===== src/rtl/psram_arb_pkg.sv =====
// Shared constants for the PSRAM arbiter.
// FSM encodings and default strobe width.
package psram_arb_pkg;

  typedef enum logic [1:0] {
    ST_IDLE   = 2'd0,
    ST_SETUP  = 2'd1,
    ST_ACCESS = 2'd2,
    ST_DONE   = 2'd3
  } state_e;

  localparam int WAIT_CYC_DEF = 2;

endpackage


===== src/rtl/psram_arb_if.sv =====
// Byte-wide request port into the PSRAM arbiter.
// master = requester side, slave = arbiter side.
interface psram_arb_if #(
  parameter int ADDR_W = 23
);
  logic              req;
  logic              we;
  logic [ADDR_W-1:0] a;
  logic [7:0]        wdata;
  logic [7:0]        rdata;
  logic              ack;

  modport master (
    output req, we, a, wdata,
    input  rdata, ack
  );

  modport slave (
    input  req, we, a, wdata,
    output rdata, ack
  );
endinterface


===== src/rtl/psram_arb_rr2.sv =====
// Two-way round-robin grant with last-grant pointer.
// Pointer resets to port 1 so port 0 wins the first tie.
module arb_rr2 (
  input  logic       clk,
  input  logic       rst,
  input  logic [1:0] req_i,
  input  logic       en_i,
  output logic [1:0] gnt_o
);

  logic ptr_q, ptr_d;

  always_comb begin
    gnt_o = 2'b00;
    ptr_d = ptr_q;
    if (en_i) begin
      if (req_i == 2'b11)
        gnt_o = ptr_q ? 2'b01 : 2'b10;
      else
        gnt_o = req_i;
      if (|req_i)
        ptr_d = gnt_o[1];
    end
  end

  always_ff @(posedge clk or posedge rst) begin
    if (rst) ptr_q <= 1'b1;
    else     ptr_q <= ptr_d;
  end

endmodule


===== src/rtl/psram_arb.sv =====
// Two-port byte arbiter onto an async 16-bit PSRAM.
// Strobes decode straight from the state register.
module psram_arb
  import psram_arb_pkg::*;
#(
  parameter int ADDR_W   = 23,
  parameter int WAIT_CYC = WAIT_CYC_DEF
) (
  input  logic              clk,
  input  logic              rst,
  psram_arb_if.slave        m0,
  psram_arb_if.slave        m1,
  output logic [ADDR_W-2:0] ram_a_o,
  input  logic [15:0]       ram_din_i,
  output logic [15:0]       ram_dout_o,
  output logic              ram_dq_oe_o,
  output logic              ram_ce_n_o,
  output logic              ram_oe_n_o,
  output logic              ram_we_n_o,
  output logic              ram_lb_n_o,
  output logic              ram_ub_n_o,
  output logic              ram_zz_n_o
);

  localparam logic [3:0] WAIT_L = 4'(WAIT_CYC);

  state_e            state_q, state_d;
  logic [3:0]        cnt_q, cnt_d;
  logic              sel_q, sel_d;
  logic              we_q, we_d;
  logic [ADDR_W-1:0] a_q, a_d;
  logic [7:0]        wd_q, wd_d;
  logic [7:0]        rd0_q, rd0_d;
  logic [7:0]        rd1_q, rd1_d;
  logic [7:0]        rbyte;
  logic [1:0]        gnt;
  logic              idle, busy;

  assign idle = (state_q == ST_IDLE);
  assign busy = (state_q == ST_SETUP) ||
                (state_q == ST_ACCESS);

  arb_rr2 u_arb (
    .clk   (clk),
    .rst   (rst),
    .req_i ({m1.req, m0.req}),
    .en_i  (idle),
    .gnt_o (gnt)
  );

  assign rbyte = a_q[0] ? ram_din_i[15:8]
                        : ram_din_i[7:0];

  always_comb begin
    state_d = state_q;
    cnt_d   = cnt_q;
    sel_d   = sel_q;
    we_d    = we_q;
    a_d     = a_q;
    wd_d    = wd_q;
    rd0_d   = rd0_q;
    rd1_d   = rd1_q;
    unique case (state_q)
      ST_IDLE: begin
        if (|gnt) begin
          sel_d   = gnt[1];
          we_d    = gnt[1] ? m1.we    : m0.we;
          a_d     = gnt[1] ? m1.a     : m0.a;
          wd_d    = gnt[1] ? m1.wdata : m0.wdata;
          state_d = ST_SETUP;
        end
      end
      ST_SETUP: begin
        cnt_d   = WAIT_L;
        state_d = ST_ACCESS;
      end
      ST_ACCESS: begin
        if (cnt_q <= 4'd1) begin
          cnt_d   = 4'd0;
          state_d = ST_DONE;
          // Capture on the edge closing the last strobe cycle
          if (!we_q) begin
            if (sel_q) rd1_d = rbyte;
            else       rd0_d = rbyte;
          end
        end else begin
          cnt_d = cnt_q - 4'd1;
        end
      end
      ST_DONE: state_d = ST_IDLE;
      default: state_d = ST_IDLE;
    endcase
  end

  always_ff @(posedge clk or posedge rst) begin
    if (rst) begin
      state_q <= ST_IDLE;
      cnt_q   <= '0;
      sel_q   <= 1'b0;
      we_q    <= 1'b0;
      a_q     <= '0;
      wd_q    <= '0;
      rd0_q   <= '0;
      rd1_q   <= '0;
    end else begin
      state_q <= state_d;
      cnt_q   <= cnt_d;
      sel_q   <= sel_d;
      we_q    <= we_d;
      a_q     <= a_d;
      wd_q    <= wd_d;
      rd0_q   <= rd0_d;
      rd1_q   <= rd1_d;
    end
  end

  assign ram_a_o     = a_q[ADDR_W-1:1];
  assign ram_dout_o  = {wd_q, wd_q};
  assign ram_dq_oe_o = we_q && !idle;
  assign ram_ce_n_o  = !busy;
  assign ram_oe_n_o  = !((state_q == ST_ACCESS) && !we_q);
  assign ram_we_n_o  = !((state_q == ST_ACCESS) && we_q);
  assign ram_lb_n_o  = !(busy && !a_q[0]);
  assign ram_ub_n_o  = !(busy && a_q[0]);
  assign ram_zz_n_o  = 1'b1;

  assign m0.ack   = (state_q == ST_DONE) && !sel_q;
  assign m1.ack   = (state_q == ST_DONE) && sel_q;
  assign m0.rdata = rd0_q;
  assign m1.rdata = rd1_q;

endmodule


===== src/flat_wrapper.sv =====
// flat-port wrapper written by rule: the top's interface ports become plain ports
module psram_arb_flat import psram_arb_pkg::*;
#(
  parameter int ADDR_W   = 23,
  parameter int WAIT_CYC = WAIT_CYC_DEF
)
  (clk, rst, ram_a_o, ram_din_i, ram_dout_o, ram_dq_oe_o, ram_ce_n_o, ram_oe_n_o, ram_we_n_o, ram_lb_n_o, ram_ub_n_o, ram_zz_n_o, m0_req, m0_we, m0_a, m0_wdata, m0_rdata, m0_ack, m1_req, m1_we, m1_a, m1_wdata, m1_rdata, m1_ack);
  psram_arb_if #(.ADDR_W(ADDR_W)) m0_i ();
  psram_arb_if #(.ADDR_W(ADDR_W)) m1_i ();
  input  logic clk;
  input  logic rst;
  output logic [ADDR_W-2:0] ram_a_o;
  input  logic [15:0] ram_din_i;
  output logic [15:0] ram_dout_o;
  output logic ram_dq_oe_o;
  output logic ram_ce_n_o;
  output logic ram_oe_n_o;
  output logic ram_we_n_o;
  output logic ram_lb_n_o;
  output logic ram_ub_n_o;
  output logic ram_zz_n_o;
  input wire logic [$bits(m0_i.req)-1:0] m0_req;
  input wire logic [$bits(m0_i.we)-1:0] m0_we;
  input wire logic [$bits(m0_i.a)-1:0] m0_a;
  input wire logic [$bits(m0_i.wdata)-1:0] m0_wdata;
  output wire logic [$bits(m0_i.rdata)-1:0] m0_rdata;
  output wire logic [$bits(m0_i.ack)-1:0] m0_ack;
  input wire logic [$bits(m1_i.req)-1:0] m1_req;
  input wire logic [$bits(m1_i.we)-1:0] m1_we;
  input wire logic [$bits(m1_i.a)-1:0] m1_a;
  input wire logic [$bits(m1_i.wdata)-1:0] m1_wdata;
  output wire logic [$bits(m1_i.rdata)-1:0] m1_rdata;
  output wire logic [$bits(m1_i.ack)-1:0] m1_ack;
  assign m0_i.req = m0_req;
  assign m0_i.we = m0_we;
  assign m0_i.a = m0_a;
  assign m0_i.wdata = m0_wdata;
  assign m0_rdata = m0_i.rdata;
  assign m0_ack = m0_i.ack;
  assign m1_i.req = m1_req;
  assign m1_i.we = m1_we;
  assign m1_i.a = m1_a;
  assign m1_i.wdata = m1_wdata;
  assign m1_rdata = m1_i.rdata;
  assign m1_ack = m1_i.ack;
  psram_arb #(.ADDR_W(ADDR_W), .WAIT_CYC(WAIT_CYC)) u_core (.clk(clk), .rst(rst), .m0(m0_i), .m1(m1_i), .ram_a_o(ram_a_o), .ram_din_i(ram_din_i), .ram_dout_o(ram_dout_o), .ram_dq_oe_o(ram_dq_oe_o), .ram_ce_n_o(ram_ce_n_o), .ram_oe_n_o(ram_oe_n_o), .ram_we_n_o(ram_we_n_o), .ram_lb_n_o(ram_lb_n_o), .ram_ub_n_o(ram_ub_n_o), .ram_zz_n_o(ram_zz_n_o));
endmodule

===== config.mk =====
export PLATFORM = sky130hd
export DESIGN_NAME = psram_arb_flat
export DESIGN_NICKNAME = d
export VERILOG_FILES = /design/src/rtl/psram_arb_pkg.sv /design/src/rtl/psram_arb_if.sv /design/src/rtl/psram_arb_rr2.sv /design/src/rtl/psram_arb.sv /design/src/flat_wrapper.sv
export SDC_FILE = /design/constraint.sdc
export NUM_CORES = 1
export LEC_CHECK = 0
export CORE_MARGIN = 3
export CORE_UTILIZATION = 40
export DETAILED_ROUTE_END_ITERATION = 16
export HOLD_SLACK_MARGIN = 0.12
export PLACE_DENSITY = 0.87
export SYNTH_ARGS = -nofsm -noshare
export SYNTH_HDL_FRONTEND = slang
export SYNTH_HIERARCHICAL = 1
export SYNTH_SLANG_ARGS = --single-unit
export TNS_END_PERCENT = 100

===== constraint.sdc =====
create_clock -name clk -period 2.35 [get_ports clk]
set_clock_uncertainty 0.05 [all_clocks]
set_input_delay 0.47 -clock clk [delete_from_list [all_inputs] [get_ports clk]]
set_output_delay 0.47 -clock clk [all_outputs]
set_load 0.1 [all_outputs]

==> insert_results.sql, run 1 <==
INSERT INTO impl_metrics (metric_group, metric, value, unit) VALUES
('floorplan', 'die-area', '0.00858', 'mm2'),
('floorplan', 'floorplan.die.height', '92.6', 'um'),
('run', 'max-cap-violations', '0', ''),
('clock_tree', 'cts_post_setup_buffers_inserted', '0', ''),
('drt', 'post-route-drc-count', '0', ''),
('clock_tree', 'tritoncts_num_sinks', '56', ''),
('critical_path', 'critical_path_required', '1.83', 'ns'),
('floorplan', 'floorplan.io_pins', '147', ''),
('critical_path', 'crit-reg2reg-launch', 'u_core/cnt_q[0]', ''),
('placed_design', 'final_weighted_congestion_in_routability_driven_placement', '0.774', ''),
('sta', 'slew_violations', '0', ''),
('drt', 'wl_met2', '3.50', 'mm'),
('placed_design', 'dp.final_hpwl', '5.76', 'mm'),
('clock_tree', 'tritoncts', 'yes', ''),
('placed_design', 'port_buffer_count', '145', ''),
('synthesis', 'synth_area_per_cell', '10.8', 'um2'),
('clock_tree', 'worst_skew_pair.late_latency', '0.30', 'ns'),
('min_path', 'hold_start', 'u_core/a_q[13]', ''),
('critical_path', 'worst-r2r-setup-slack', '0.41', 'ns'),
('clock_tree', 'clk_transition_reported_paths', '0.10', 'ns'),
('drt', 'initial_drt_markers', '47', ''),
('drt', 'wire_per_inst', '14.5', 'um'),
('floorplan', 'chipWidth', '92.6', 'um'),
('critical_path', 'worstReg2RegEnd', 'u_core/m1.rdata[2]', ''),
('sta', 'clock.fmax', '469', 'MHz'),
('final_layout', 'diodes', '0', ''),
('drt', 'dr.pass1.iters', '3', ''),
('synthesis', 'synth.distinct_cells', '38', ''),
('drt', 'top_signal_layer_used', 'met4', ''),
('clock_tree', 'tritoncts.num_buffers', '5', ''),
('sta', 'setup-violations-final', '0', ''),
('clock_tree', 'htree_num_levels', '2', ''),
('critical_path', 'r2r_cells', '5', ''),
('grt', 'grt_antenna_before_repair', '0', ''),
('min_path', 'hp-class', 'reg -> reg', ''),
('sta', 'timing.final.ws_setup', '0.216', 'ns'),
('synthesis', 'synth-seq-area-share', '46.7', '%'),
('sta', 'hold_viol_final', '0', ''),
('drt', 'via_per_inst', '4.75', ''),
('grt', 'global_route.overflow_total', '0', ''),
('synthesis', 'synth_seq_cells', '56', ''),
('grt', 'grt_use_total', '16.9', '%'),
('sta', 'fin_tns_setup', '0', 'ns'),
('grt', 'grt_start_max_net_pins', '39', ''),
('synthesis', 'ys_dominant_reg_cell', 'sky130_fd_sc_hd__dfrtp_1', ''),
('critical_path', 'critical_path.startpoint_type', 'flip-flop', ''),
('critical_path', 'critPathCaptureType', 'output pin', ''),
('critical_path', 'crit_fanout', '10', ''),
('synthesis', 'postSynth.asyncResetShare', '100', '%'),
('synthesis', 'syn-num-nets', '366', ''),
('final_layout', 'drive_gt1_share', '29.3', '%'),
('min_path', 'endpoint_with_the_worst_hold_slack', 'u_core/a_q[13]', ''),
('floorplan', 'design.core.area', '0.00702', 'mm2'),
('sta', 'timing.final.crit_share', '90.8', '%'),
('synthesis', 'synth_edf_count', '0', ''),
('critical_path', 'crit_type', 'reg -> out', ''),
('drt', 'via_count', '2323', ''),
('critical_path', 'worstPathArrival', '1.61', 'ns'),
('sta', 'rsz0062_at_grt', 'false', ''),
('synthesis', 'post_synth_instance_area', '0.00300', 'mm2'),
('synthesis', 'yosysWarningCount', '6', ''),
('clock_tree', 'post_cts_resized', '0', ''),
('clock_tree', 'post_cts_hold_buffer_count', '0', ''),
('synthesis', 'postSynthCellCount', '277', ''),
('drt', 'postRouteAntennaNets', '0', ''),
('final_layout', 'finish.net_count', '481', ''),
('clock_tree', 'clockBufferDepth', '2', ''),
('final_layout', 'syn2layout_area_growth', '47.7', '%'),
('grt', 'grt_pass1_wl', '11.7', 'mm'),
('drt', 'm1WireLength', '2.96', 'mm'),
('floorplan', 'rows', '30', ''),
('final_layout', 'final_core_utilization', '63.2', '%'),
('min_path', 'min_path_cells', '2', ''),
('placed_design', 'post-place-ws', '0.205', 'ns'),
('floorplan', 'start_util', '42.8', '%'),
('outcome', 'result_of_the_run', 'finished clean', ''),
('grt', 'via_count_of_the_first_global_routing_pass', '2389', ''),
('drt', 'wl_met3', '561', 'um'),
('sta', 'final.min_clock_period', '2.13', 'ns'),
('drt', 'postRouteWirelength', '7.08', 'mm'),
('final_layout', 'fillers', '551', ''),
('clock_tree', 'clock_tree.root_cell', 'sky130_fd_sc_hd__clkbuf_8', '');
## cell usage in the layout, fill, tap and decap left out, types with 8 or more instances in the layout
| master | n |
|---|---|
| sky130_fd_sc_hd__mux2_2 | 17 |
| sky130_fd_sc_hd__o21ai_0 | 35 |
| sky130_fd_sc_hd__clkdlybuf4s50_1 | 83 |
| sky130_fd_sc_hd__mux2_4 | 8 |
| sky130_fd_sc_hd__mux2i_1 | 32 |
| sky130_fd_sc_hd__buf_12 | 9 |
| sky130_fd_sc_hd__buf_4 | 61 |
| sky130_fd_sc_hd__dfrtp_1 | 55 |
| sky130_fd_sc_hd__nand2_1 | 38 |
| sky130_fd_sc_hd__inv_1 | 8 |
## metrics by stage
stage	std cells	hold slack (ns)	area, um2
6_report	489	0.441	4440
3_3_place_gp	481	0.412	4310
4_1_cts	489	0.439	4440
3_5_place_dp	481	0.423	4310
5_1_grt	489	0.442	4440
2_1_floorplan	277	0.310	3010
## cells in the mapped netlist (2+ instances only)
cell type,count,share of area [%]
sky130_fd_sc_hd__a22o_1,2,0.58
sky130_fd_sc_hd__buf_2,3,0.50
sky130_fd_sc_hd__nand2b_1,2,0.42
sky130_fd_sc_hd__mux2_2,17,6.4
sky130_fd_sc_hd__mux2_4,8,4.0
sky130_fd_sc_hd__clkbuf_1,8,1.0
sky130_fd_sc_hd__mux2i_1,32,11
sky130_fd_sc_hd__buf_4,32,8.0
sky130_fd_sc_hd__nor2b_1,3,0.63
sky130_fd_sc_hd__o21ai_0,35,5.8
sky130_fd_sc_hd__ha_1,5,2.1
sky130_fd_sc_hd__inv_1,9,1.1
sky130_fd_sc_hd__buf_6,2,0.75
sky130_fd_sc_hd__a21oi_1,3,0.50
sky130_fd_sc_hd__o211ai_1,2,0.50
sky130_fd_sc_hd__nand2_1,38,4.8
sky130_fd_sc_hd__dfrtp_1,55,46
## final cells by class
class	instances	area, um2	area share (%)
Multi-Input combinational cell	167	1280	28.9
Inverter	9	33.8	0.762
Clock inverter	1	30.0	0.677
Timing Repair Buffer	153	1470	33.1
Sequential cell	56	1400	31.6
Clock buffer	7	96.3	2.17
Tap cell	96	120	2.71
## how the worst max path moves through the flow
stage	cells after the start	start	end
3_3_place_gp	6	m0_req	u_core/state_q[1]
3_5_place_dp	6	m0_req	u_core/state_q[1]
6_report	4	u_core/state_q[1]	ram_ce_n_o
5_1_grt	4	u_core/state_q[0]	ram_ce_n_o
2_1_floorplan	4	u_core/state_q[0]	ram_lb_n_o
4_1_cts	4	u_core/state_q[0]	ram_ce_n_o
## cells by family after synthesis
logic type,count (synthesis),synth area share [%]
buffers and inverters,54,11.4
other,1,0.125
and+or+nand+nor,54,8.96
AOI/OAI and AO/OA,50,9.71
adders and majority gates,5,2.08
muxes,57,21.0
DFF,56,46.7
## flip-flops by register name, summed over array words and instances, names as in the netlist
signal / flops
u_core/a_q: 23
u_core/cnt_q: 4
u_core/m0.rdata: 8
u_core/m1.rdata: 8
u_core/sel_q: 1
u_core/state_q: 2
u_core/u_arb/ptr_q: 1
u_core/wd_q: 8
u_core/we_q: 1
## routing by layer
layer | GRT usage (%) | vias to the layer above
met3 | 5.12 | 6
li1 | - | 1138
met2 | 28.8 | 104
met4 | 4.64 | 0
met1 | 20.8 | 1075
met5 | 0 | -
## worst max-delay path, stage by stage, from the launching register on
cell and delay, ns:
sky130_fd_sc_hd__dfrtp_1 0.42, sky130_fd_sc_hd__inv_1 0.07, sky130_fd_sc_hd__ha_1 0.46, sky130_fd_sc_hd__inv_1 0.16, sky130_fd_sc_hd__buf_12 0.19
Power of run 1 is not shown: default switching activity piles up to over one toggle a cycle in this logic, so the estimate is an artifact.
==> inputs of run 2 (changes only) <==
Settings changed: CTS_CLUSTER_SIZE set to 28, RECOVER_POWER set to 100.
==> insert_results.sql, run 2 (synthesis results as in run 1) <==
INSERT INTO impl_metrics (metric_group, metric, value, unit) VALUES
('clock_tree', 'cts_post_setup_buffers_inserted', '0', ''),
('min_path', 'hp-class', 'reg -> reg', ''),
('final_layout', 'leading_cell_type_in_the_layout_fill_and_taps_excluded', 'sky130_fd_sc_hd__clkdlybuf4s50_1', ''),
('sta', 'final.min_clock_period', '2.13', 'ns'),
('clock_tree', 'tritoncts_num_sinks', '56', ''),
('clock_tree', 'clock_tree.root_cell', 'sky130_fd_sc_hd__clkbuf_8', ''),
('clock_tree', 'worst_skew_pair.late_latency', '0.30', 'ns'),
('critical_path', 'crit_type', 'reg -> out', ''),
('final_layout', 'largest_register_ff_count', '23', ''),
('sta', 'clock.fmax', '469', 'MHz'),
('floorplan', 'rows', '30', ''),
('floorplan', 'floorplan.die.height', '92.6', 'um'),
('grt', 'grt_use_total', '16.9', '%'),
('drt', 'postRouteAntennaNets', '0', ''),
('sta', 'timing.final.crit_share', '90.7', '%'),
('floorplan', 'floorplan.io_pins', '147', ''),
('sta', 'hold_viol_final', '0', ''),
('drt', 'initial_drt_markers', '61', ''),
('sta', 'max_slew_margin', '41.3', '%'),
('placed_design', 'post-place-ws', '0.205', 'ns'),
('drt', 'via_count', '2332', ''),
('grt', 'global_route.overflow_total', '0', ''),
('drt', 'dr.pass1.iters', '4', ''),
('sta', 'rsz0062_at_grt', 'false', ''),
('final_layout', 'syn2layout_area_growth', '39.1', '%'),
('drt', 'via_per_inst', '4.77', ''),
('clock_tree', 'clockBufferDepth', '2', ''),
('critical_path', 'worstPathArrival', '1.61', 'ns'),
('run', 'max-cap-violations', '0', ''),
('drt', 'postRouteWirelength', '7.06', 'mm'),
('final_layout', 'drive_gt1_share', '26.7', '%'),
('clock_tree', 'clk_transition_reported_paths', '0.10', 'ns'),
('sta', 'setup-violations-final', '0', ''),
('drt', 'post-route-drc-count', '0', ''),
('floorplan', 'chipWidth', '92.6', 'um'),
('clock_tree', 'htree_num_levels', '2', ''),
('placed_design', 'final_weighted_congestion_in_routability_driven_placement', '0.774', ''),
('floorplan', 'design.core.area', '0.00702', 'mm2'),
('grt', 'via_count_of_the_first_global_routing_pass', '2389', ''),
('clock_tree', 'post_cts_hold_buffer_count', '0', ''),
('sta', 'fin_tns_setup', '0', 'ns'),
('drt', 'wire_per_inst', '14.4', 'um'),
('grt', 'grt_pass1_wl', '11.7', 'mm'),
('floorplan', 'start_util', '42.8', '%'),
('placed_design', 'dp.final_hpwl', '5.76', 'mm'),
('floorplan', 'die-area', '0.00858', 'mm2'),
('sta', 'timing_worst_slew_pin_value', '0.880', 'ns'),
('sta', 'slew_violations', '0', ''),
('clock_tree', 'tritoncts.num_buffers', '5', ''),
('grt', 'grt_start_max_net_pins', '39', ''),
('critical_path', 'crit_fanout', '7', ''),
('clock_tree', 'tritoncts', 'yes', ''),
('critical_path', 'critical_path.startpoint_type', 'flip-flop', ''),
('placed_design', 'port_buffer_count', '145', ''),
('outcome', 'result_of_the_run', 'finished clean', ''),
('grt', 'grt_antenna_before_repair', '0', ''),
('final_layout', 'finish.net_count', '481', ''),
('critical_path', 'critPathCaptureType', 'output pin', ''),
('final_layout', 'final_cell_mix', '82 x sky130_fd_sc_hd__clkdlybuf4s50_1, 58 x sky130_fd_sc_hd__clkbuf_2, 55 x sky130_fd_sc_hd__dfrtp_1', ''),
('final_layout', 'diodes', '0', ''),
('clock_tree', 'post_cts_resized', '0', ''),
('final_layout', 'registers.top_by_ff_count', 'u_core/a_q', ''),
('critical_path', 'critical_path_required', '1.83', 'ns'),
('sta', 'timing.final.ws_setup', '0.217', 'ns');
## run 2: layer usage
layer  vias up  global-route usage, %  routed length (um)
met4         0                   4.64                  48
met5         -                      0                   0
met1      1086                   20.8                3000
met3         4                   5.12                 502
met2       104                   28.8                3510
li1       1138                      -                   -
## run 2: area by class of cell
cell class              count  area (um2)
fillers                   608        2840
flip-flops and latches     56        1400
repair buffers            153        1250
multi-input cells         167        1250
well taps                  96         120
clock buffers               7        96.3
inverters                   9        33.8
clock inverters             1        30.0
## run 2: final timing paths
path | from | to | slack, ns | depth (start not counted)
min reg2reg | u_core/a_q[13] | u_core/a_q[13] | 0.44 | 2
max | u_core/state_q[0] | ram_dq_oe_o | 0.22 | 5
max in group asynchronous | rst | u_core/wd_q[3] | 0.81 | 3
max reg2reg | u_core/cnt_q[0] | u_core/m0.rdata[2] | 0.26 | 6
min | u_core/a_q[13] | u_core/a_q[13] | 0.44 | 2
min in group asynchronous | rst | u_core/u_arb/ptr_q | 0.56 | 2
## run 2: critical path: stages (launching register included)
cell and delay [ns]:
sky130_fd_sc_hd__dfrtp_1 0.39, sky130_fd_sc_hd__inv_1 0.08, sky130_fd_sc_hd__ha_1 0.23, sky130_fd_sc_hd__buf_4 0.18, sky130_fd_sc_hd__nor2b_2 0.10, sky130_fd_sc_hd__clkbuf_4 0.33
## run 2: per-stage QoR
step	utilization (%)	std cells	area, um2	hold WS, ns
CTS	63.2	489	4440	0.439
finish	59.5	489	4180	0.438
global placement	61.4	481	4310	0.412
global route	59.5	489	4180	0.473
floorplan	-	277	3010	0.310
detailed placement	61.4	481	4310	0.423
Power of run 2 is left out for the same reason.
